[src/rtl/ram_pkg.sv]
// Shared types and helpers for the simple-dual-port RAM family.
// be_merge works on a fixed maximum width; callers widen and truncate.
package ram_pkg;

    typedef enum logic {
        CLEAR = 1'b0,
        RUN   = 1'b1
    } ram_state_t;

    localparam int RDW_OLD    = 0;
    localparam int RDW_NEW    = 1;
    localparam int MAX_DATA_W = 1024;
    localparam int MAX_BE_W   = MAX_DATA_W / 8;

    function automatic logic [MAX_DATA_W-1:0] be_merge(
        input logic [MAX_DATA_W-1:0] old_word,
        input logic [MAX_DATA_W-1:0] new_word,
        input logic [MAX_BE_W-1:0]   be
    );
        logic [MAX_DATA_W-1:0] merged;
        merged = old_word;
        for (int k = 0; k < MAX_BE_W; k++) begin
            if (be[k]) begin
                merged[8*k +: 8] = new_word[8*k +: 8];
            end else begin
                merged[8*k +: 8] = old_word[8*k +: 8];
            end
        end
        return merged;
    endfunction

endpackage

[src/rtl/ram_init_seq.sv]
// Post-reset clear sequencer: walks every address once in CLEAR, then parks in RUN.
module ram_init_seq
    import ram_pkg::*;
#(
    parameter int ADDR_W         = 8,
    parameter int DEPTH          = 2**ADDR_W,
    parameter bit CLEAR_ON_RESET = 1'b1
) (
    input  logic              clk,
    input  logic              rst,
    output logic              init_busy,
    output logic              clr_we,
    output logic [ADDR_W-1:0] clr_addr
);

    localparam logic [ADDR_W:0] LAST_ADDR   = (ADDR_W+1)'(DEPTH - 1);
    localparam ram_state_t      RESET_STATE = CLEAR_ON_RESET ? CLEAR : RUN;

    ram_state_t        state_r;
    ram_state_t        state_nxt_s;
    logic [ADDR_W-1:0] cnt_r;
    logic [ADDR_W-1:0] cnt_nxt_s;
    logic              busy_r;

    // State, counter and busy flag registers
    always_ff @(posedge clk or posedge rst) begin
        if (rst) begin
            state_r <= RESET_STATE;
            cnt_r   <= '0;
            busy_r  <= CLEAR_ON_RESET;
        end else begin
            state_r <= state_nxt_s;
            cnt_r   <= cnt_nxt_s;
            busy_r  <= (state_nxt_s == CLEAR);
        end
    end

    // Next-state and counter logic
    always_comb begin
        state_nxt_s = state_r;
        cnt_nxt_s   = cnt_r;
        case (state_r)
            CLEAR: begin
                if ({1'b0, cnt_r} == LAST_ADDR) begin
                    state_nxt_s = RUN;
                    cnt_nxt_s   = '0;
                end else begin
                    state_nxt_s = CLEAR;
                    cnt_nxt_s   = cnt_r + ADDR_W'(1);
                end
            end
            RUN: begin
                state_nxt_s = RUN;
                cnt_nxt_s   = '0;
            end
            default: begin
                state_nxt_s = RUN;
                cnt_nxt_s   = '0;
            end
        endcase
    end

    assign init_busy = busy_r;
    assign clr_we    = busy_r;
    assign clr_addr  = cnt_r;

endmodule

[src/rtl/ram_sdp.sv]
// Simple-dual-port RAM with byte-lane writes, registered read with valid/err,
// selectable read-during-write policy and a post-reset clear sequencer.
module ram_sdp
    import ram_pkg::*;
#(
    parameter int DATA_W         = 8,
    parameter int ADDR_W         = 8,
    parameter int DEPTH          = 2**ADDR_W,
    parameter int RDW_MODE       = RDW_OLD,
    parameter bit CLEAR_ON_RESET = 1'b1
) (
    input  logic                clk,
    input  logic                rst,
    output logic                init_busy,
    input  logic                wr_en,
    input  logic [ADDR_W-1:0]   wr_addr,
    input  logic [DATA_W-1:0]   wr_data,
    input  logic [DATA_W/8-1:0] wr_be,
    input  logic                rd_en,
    input  logic [ADDR_W-1:0]   rd_addr,
    output logic [DATA_W-1:0]   rd_data,
    output logic                rd_valid,
    output logic                rd_err
);

    localparam int              BE_W    = DATA_W / 8;
    // One extra bit so DEPTH == 2**ADDR_W is representable and never flags.
    localparam logic [ADDR_W:0] DEPTH_W = (ADDR_W+1)'(DEPTH);

    logic [DATA_W-1:0] mem_r [DEPTH];
    logic              clr_we_s;
    logic [ADDR_W-1:0] clr_addr_s;
    logic              wr_ok_s;
    logic              rd_ok_s;
    logic              rd_in_range_s;
    logic [DATA_W-1:0] rd_old_s;
    logic [DATA_W-1:0] rd_word_s;

    ram_init_seq #(
        .ADDR_W         (ADDR_W),
        .DEPTH          (DEPTH),
        .CLEAR_ON_RESET (CLEAR_ON_RESET)
    ) u_init_seq (
        .clk       (clk),
        .rst       (rst),
        .init_busy (init_busy),
        .clr_we    (clr_we_s),
        .clr_addr  (clr_addr_s)
    );

    assign wr_ok_s       = wr_en && !init_busy && ({1'b0, wr_addr} < DEPTH_W);
    assign rd_ok_s       = rd_en && !init_busy;
    assign rd_in_range_s = ({1'b0, rd_addr} < DEPTH_W);
    assign rd_old_s      = mem_r[rd_addr];

    // Read word selection, including write-through forwarding when enabled
    always_comb begin
        rd_word_s = rd_old_s;
        if ((RDW_MODE == RDW_NEW) && wr_ok_s && (wr_addr == rd_addr)) begin
            rd_word_s = DATA_W'(be_merge(MAX_DATA_W'(rd_old_s),
                                         MAX_DATA_W'(wr_data),
                                         MAX_BE_W'(wr_be)));
        end else begin
            rd_word_s = rd_old_s;
        end
    end

    // Storage write port; the clear sequencer has priority over user writes
    always_ff @(posedge clk) begin
        if (clr_we_s) begin
            mem_r[clr_addr_s] <= '0;
        end else if (wr_ok_s) begin
            for (int k = 0; k < BE_W; k++) begin
                if (wr_be[k]) begin
                    mem_r[wr_addr][8*k +: 8] <= wr_data[8*k +: 8];
                end
            end
        end
    end

    // Registered read port; data and err hold when no read is accepted
    always_ff @(posedge clk or posedge rst) begin
        if (rst) begin
            rd_data  <= '0;
            rd_valid <= 1'b0;
            rd_err   <= 1'b0;
        end else if (rd_ok_s) begin
            rd_data  <= rd_in_range_s ? rd_word_s : '0;
            rd_valid <= 1'b1;
            rd_err   <= !rd_in_range_s;
        end else begin
            rd_valid <= 1'b0;
        end
    end

endmodule

[config.mk]
export PLATFORM = sky130hd
export DESIGN_NAME = ram_sdp
export DESIGN_NICKNAME = d
export VERILOG_FILES = /design/src/rtl/ram_pkg.sv /design/src/rtl/ram_init_seq.sv /design/src/rtl/ram_sdp.sv
export SDC_FILE = /design/constraint.sdc
export NUM_CORES = 2
export LEC_CHECK = 0
export CORE_UTILIZATION = 45
export DETAILED_ROUTE_END_ITERATION = 16
export PLACE_DENSITY = 0.67
export SETUP_SLACK_MARGIN = 0.02
export SYNTH_ARGS = -nofsm -noshare
export SYNTH_HDL_FRONTEND = slang
export SYNTH_HIERARCHICAL = 1
export SYNTH_SLANG_ARGS = --single-unit
[constraint.sdc]
create_clock -name clk -period 5.7 [get_ports clk]
set_input_delay 1.14 -clock clk [delete_from_list [all_inputs] [get_ports clk]]
set_output_delay 1.14 -clock clk [all_outputs]
set_load 0.01 [all_outputs]
# Yosys cells after proc, flatten, opt, wreduce, memory -nomap -nowiden
# Memory sizes are Yosys's and may differ from the RTL's. A register that Yosys moved wholly into a read port is not among the register bits.
# Cells that the tools add are included.
[op_classes]
n_eq_ne = 1
addsub = 1
multipliers = 0
reduce_logical = 4
n_bitwise = 2
magnitude_cmp = 0
div_mod_pow = 0
mux = 14
shifts = 0
[ops]
columns = ["cell", "count"]
rows = [
  ["$mux W8", 3],
  ["$pmux W8 S2", 1],
  ["$mux W1", 9],
  ["$add A8 B1 Y8 const B", 1],
  ["$eq A8 B8 Y1 const B", 1],
  ["$reduce_or A8 Y1", 1],
  ["$logic_and A1 B1 Y1", 2],
  ["$not A1 Y1", 2],
  ["$pmux W1 S2", 1],
  ["$logic_not A1 Y1", 1],
]
[word_totals]
reg_bits = 11
memories = 1
mem_bits_rw = 2048
word_cells = 27
latchBits = 0
romBits = 0
[mem_list]
columns = ["name", "depth", "word_bits", "rd", "rd_ports_with_merged_regs", "wr", "line_no", "text"]
rows = [
  ["mem_r", 256, 8, 1, 1, 1, "ram_sdp.sv:30", "logic [DATA_W-1:0] mem_r [DEPTH];"],
]

# Longest topological paths before layout
[logic_depth]
word_depth = 7
depth_mapped = 13
depth_no_buf = 7

# Cells and area by module
# The synthesis kept the hierarchy.
[modules_own_cells]
columns = ["mod", "cells_per_inst", "n_inst", "seq_area_each_um2", "area_each_um2"]
rows = [
  ["ram_sdp", 4050, 1, 61724.2, 80626.1],
  ["ram_init_seq", 42, 1, 251.5, 441.7],
]

# Worst setup path before layout
# OpenSTA, ideal clock, no wires.
[synth_path]
kind = "input to register"
startpoint = "input wr_be"
endpoint = "memory mem_r[0][0] (data pin)"
cell_stages = 4
setup_time_ps = 869
required_ps = 4831
arrival_ps = 5135
path_buffers = 1
setup_slack_ps = -304
cell_sequence = "nand2_1 > nor3_1 > clkbuf_1 > and2_1"
[synth_between]
elab_chain_len = 6
[synth_lines]
columns = ["element", "line_no", "text"]
rows = [
  ["from (decl)", "ram_sdp.sv:18", "input logic [DATA_W/8-1:0] wr_be,"],
  ["$mux W1", "ram_sdp.sv:74", "if (wr_be[k]) begin"],
  ["$mux W1", "ram_sdp.sv:72", "end else if (wr_ok_s) begin"],
  ["$mux W1", "ram_sdp.sv:70", "if (clr_we_s) begin"],
  ["$mux W1 (not written as such)", "ram_sdp.sv:75", "mem_r[wr_addr][8*k +: 8] <= wr_data[8*k +: 8];"],
  ["$reduce_or A8 Y1 (no source line)", "n/a", ""],
  ["$mux W8 (no source line)", "n/a", ""],
  ["to (decl)", "ram_sdp.sv:30", ""],
]
# No other way between the ends.

==> impl_metrics.sql <==
INSERT INTO impl_metrics (metric_group, metric, value, unit) VALUES
('floorplan', 'initial_utilization', '0.4539', ''),
('clock_tree', 'clkTransAtPathRegs', '0.06', 'ns'),
('clock_tree', 'quantity_of_gates_resized_following_cts', '0', ''),
('route', 'drt_first_iter_violations', '5400', ''),
('floorplan', 'die_h', '426.4', 'um'),
('placed_design', 'port_buffers', '38', ''),
('timing', 'clock.fmax', '237.5', 'MHz'),
('power', 'vdd_drop_max', '0.3223', 'mV'),
('timing', 'timing.max_slew.rel_slack', '0.1790', ''),
('power', 'design_power_total', '30.27', 'mW'),
('cells_and_area', 'post_layout_nonfiller_instances', '6905', ''),
('cells_and_area', 'finalCoreUtilization', '0.5138', ''),
('yosys', 'synth.ff_latch_count', '2067', ''),
('critical_path', 'endpoint_class_of_the_critical_path', 'flip-flop', ''),
('clock_tree', 'cts_post_setup_buffers_inserted', '0', ''),
('worst_hold_path', 'timing.hold.worst.class', 'flip-flop to flip-flop', ''),
('clock_tree', 'clkSinkCount', '2067', ''),
('yosys', 'synth_flop_cell', 'sky130_fd_sc_hd__edfxtp_1', ''),
('timing', 'timing_max_transition_violations_final', '0', ''),
('timing', 'finalClockSkew', '0.03902', 'ns'),
('yosys', 'synth_edf_count', '2048', ''),
('placed_design', 'placedCellCount', '6537', ''),
('yosys', 'synth_nets', '4122', ''),
('clock_tree', 'clockRootBuffer', 'sky130_fd_sc_hd__clkbuf_16', ''),
('route', 'ant_nets', '0', ''),
('route', 'wire_per_inst', '29.95', 'um'),
('placed_design', 'routabilityCongestion', '0.9484', ''),
('yosys', 'synth.distinct_cells', '66', ''),
('timing', 'grt_setup_unrepaired', 'false', ''),
('grt', 'grt_pass1_vias', '41670', ''),
('floorplan', 'row_count', '155', ''),
('yosys', 'mapped_cell_area', '81070', 'um2'),
('cells_and_area', 'final_nets', '4413', ''),
('grt', 'grt_start_max_net_pins', '136', ''),
('yosys', 'yosys_warnings', '6', ''),
('timing', 'totalNegativeSetupSlack', '0', 'ns'),
('grt', 'global_route.usage.total', '0.2275', ''),
('floorplan', 'die_x', '426.4', 'um'),
('timing', 'timing.final.crit_share', '0.7388', ''),
('cells_and_area', 'fin_area', '91770', 'um2'),
('critical_path', 'ws_path_type', 'primary input to flip-flop', ''),
('route', 'routed-via-count', '42020', ''),
('power', 'powerDensity', '329.8', 'nW/um2'),
('clock_tree', 'cts-buffers-inserted', '199', ''),
('floorplan', 'floorplan.io_pins', '40', ''),
('grt', 'grt.overflow.total', '0', ''),
('timing', 'timing.final.setup_violations', '0', ''),
('placed_design', 'post_dp_cell_area', '85430', 'um2'),
('clock_tree', 'tritoncts', 'yes', ''),
('outcome', 'run_status', 'completed', ''),
('clock_tree', 'clock_insertion_delay_worst_skew', '0.84', 'ns'),
('floorplan', 'fp.coreArea', '178600', 'um2'),
('grt', 'grt_pass1_wl', '297000', 'um'),
('route', 'viasPerCell', '6.085', ''),
('placed_design', 'dp.final_hpwl', '129900', 'um'),
('yosys', 'synth_area_per_cell', '19.81', 'um2'),
('yosys', 'postSynth.asyncResetShare', '0.009192', ''),
('grt', 'antenna_found_initial', '9', ''),
('timing', 'timing_hold_violations_final', '0', ''),
('cells_and_area', 'area_delta_synth_final', '13.20', '%'),
('route', 'route.detailed.drc', '0', ''),
('route', 'drt-pass1-iter-count', '6', ''),
('power', 'leak_pwr', '31.93', 'nW'),
('clock_tree', 'cts_hold_repair.buffers', '0', ''),
('timing', 'tightestPinTransition', '1.221', 'ns'),
('timing', 'fin_crit', '4.211', 'ns'),
('critical_path', 'cp_max_fo', '12', ''),
('critical_path', 'crit_arrival', '4.94', 'ns'),
('critical_path', 'critPathLaunchType', 'primary input', ''),
('yosys', 'syn-instance-count', '4092', ''),
('clock_tree', 'cts_buffer_depth', '3', ''),
('floorplan', 'design.die.area', '181900', 'um2'),
('clock_tree', 'htreeDepth', '4', ''),
('critical_path', 'crit_required', '6.43', 'ns'),
('cells_and_area', 'layout_cell_share_with_drive_strength_beyond_1', '0.2069', ''),
('route', 'drt_wl_total', '206800', 'um'),
('yosys', 'ys_seq_area_frac', '0.7645', ''),
('flow_run', 'max-cap-violations', '0', '');
[placed cells by master (no fill, tap or decap), types with 11 or more instances in the layout]
master	netlist	layout
sky130_fd_sc_hd__bufinv_16	0	16
sky130_fd_sc_hd__buf_4	18	263
sky130_fd_sc_hd__or3_1	14	14
sky130_fd_sc_hd__a211o_1	11	11
sky130_fd_sc_hd__mux4_2	330	330
sky130_fd_sc_hd__dfrtp_1	18	18
sky130_fd_sc_hd__and2_1	22	13
sky130_fd_sc_hd__o22ai_1	123	123
sky130_fd_sc_hd__a21oi_1	58	58
sky130_fd_sc_hd__nor4_1	11	11
sky130_fd_sc_hd__nand2_1	131	130
sky130_fd_sc_hd__buf_12	16	34
sky130_fd_sc_hd__clkinv_1	0	36
sky130_fd_sc_hd__clkdlybuf4s50_1	0	34
sky130_fd_sc_hd__clkbuf_1	109	48
sky130_fd_sc_hd__clkbuf_16	0	201
sky130_fd_sc_hd__clkinv_2	0	37
sky130_fd_sc_hd__a211oi_1	62	62
sky130_fd_sc_hd__mux2i_1	331	331
sky130_fd_sc_hd__nor3_1	21	20
sky130_fd_sc_hd__nor2_1	328	326
sky130_fd_sc_hd__edfxtp_1	2048	2048
sky130_fd_sc_hd__mux4_1	25	25
sky130_fd_sc_hd__a22oi_1	68	68
sky130_fd_sc_hd__nand3_1	44	44
sky130_fd_sc_hd__nand3b_1	20	20
sky130_fd_sc_hd__o221ai_1	58	58
sky130_fd_sc_hd__o21ai_0	24	24
[Yosys cell counts (all sizes together) (11+ instances only)]
master     n  share of area
clkbuf   109         0.0050
and2      22         0.0017
nand3b    20         0.0019
edfxtp  2048           0.76
buf      136          0.016
a22oi     68         0.0063
a211oi    62         0.0057
or3       16         0.0013
o22ai    123         0.0095
nor4      12         0.0010
a211o     11         0.0012
nor2     328          0.015
dfrtp     18         0.0056
nor3      21         0.0013
nand3     45         0.0028
nand2    131         0.0061
mux2i    331          0.041
a21oi     58         0.0036
mux4     355           0.10
o21ai     27         0.0017
o221ai    60         0.0066
[worst max-delay path, stage by stage]
cell and delay [ns]:
sky130_fd_sc_hd__clkdlybuf4s50_1 0.83, sky130_fd_sc_hd__buf_4 0.37, sky130_fd_sc_hd__nand2b_1 0.30, sky130_fd_sc_hd__nor2_1 0.99, sky130_fd_sc_hd__a41oi_1 0.60, sky130_fd_sc_hd__nand3_1 0.25, sky130_fd_sc_hd__nor4_1 0.15, sky130_fd_sc_hd__a211o_1 0.29
[power breakdown]
part / switching [mW] / internal, mW
clock network: 5.66 / 7.23
registers: 0.0213 / 16.5
logic: 0.562 / 0.343
[layout make-up]
cell class	count	area, um2
antenna	6	15.01
clock buffer	250	5224
clock inverter	112	1101
fill	13860	86850
inverter	8	32.53
multi-input combinational	1772	17440
sequential	2067	61980
tap	2355	2947
timing repair buffer	335	3035
[routing by layer]
| metal | track usage | wire length, um | up-vias | part of all wire |
|---|---|---|---|---|
| li1 | - | - | 17450 | - |
| met1 | 0.3140 | 81160 | 22000 | 0.39 |
| met2 | 0.3530 | 97700 | 2184 | 0.47 |
| met3 | 0.04455 | 18630 | 388 | 0.090 |
| met4 | 0.09934 | 9282 | 4 | 0.045 |
| met5 | 0 | 19 | - | 0.000092 |
[registers in the layout, indices dropped and copies added, names as in the netlist]
signal and cells:
u_init_seq/state_r 1, rd_valid 1, mem_r 2048, rd_data 8
u_init_seq/clr_we 1, u_init_seq/clr_addr 8
[stage by stage]
stage / setup slack, ns / hold WS, ns
4_1_cts: 1.611 / 0.5740
5_1_grt: 1.474 / 0.6284
2_1_floorplan: 1.519 / 0.4945
6_report: 1.489 / 0.5866
3_3_place_gp: 0.7057 / 0.5466
3_5_place_dp: 0.7034 / 0.5650
[cells by family after synthesis]
| group | synth area share |
|---|---|
| AO/OA/AOI/OAI | 0.03913 |
| XOR/XNOR | 0.0003242 |
| AND/OR/NAND/NOR | 0.03412 |
| buffers and inverters | 0.02108 |
| multiplexers | 0.1407 |
| other | 0.00004626 |
| flip-flops | 0.7645 |
| adder cells (fa/ha/maj) | 0.0001543 |
[path summary, 6_finish.rpt]
check | from | to | slack, ns | depth (start not counted)
max reg2reg | u_init_seq/clr_we$_DFF_PP1_ | mem_r[52][7]$_DFFE_PP_ | 1.82 | 6
max | rd_addr[3] | rd_data[5]$_DFFE_PP0P_ | 1.49 | 8
min reg2reg | u_init_seq/state_r$_DFF_PP0_ | u_init_seq/clr_addr[1]$_DFF_PP0_ | 0.59 | 1
max in group asynchronous | rst | rd_data[5]$_DFFE_PP0P_ | 4.60 | 2
min in group asynchronous | rst | u_init_seq/clr_addr[1]$_DFF_PP0_ | 0.77 | 2
min | u_init_seq/state_r$_DFF_PP0_ | u_init_seq/clr_addr[1]$_DFF_PP0_ | 0.59 | 1
Power figures use the tool's default switching activity.
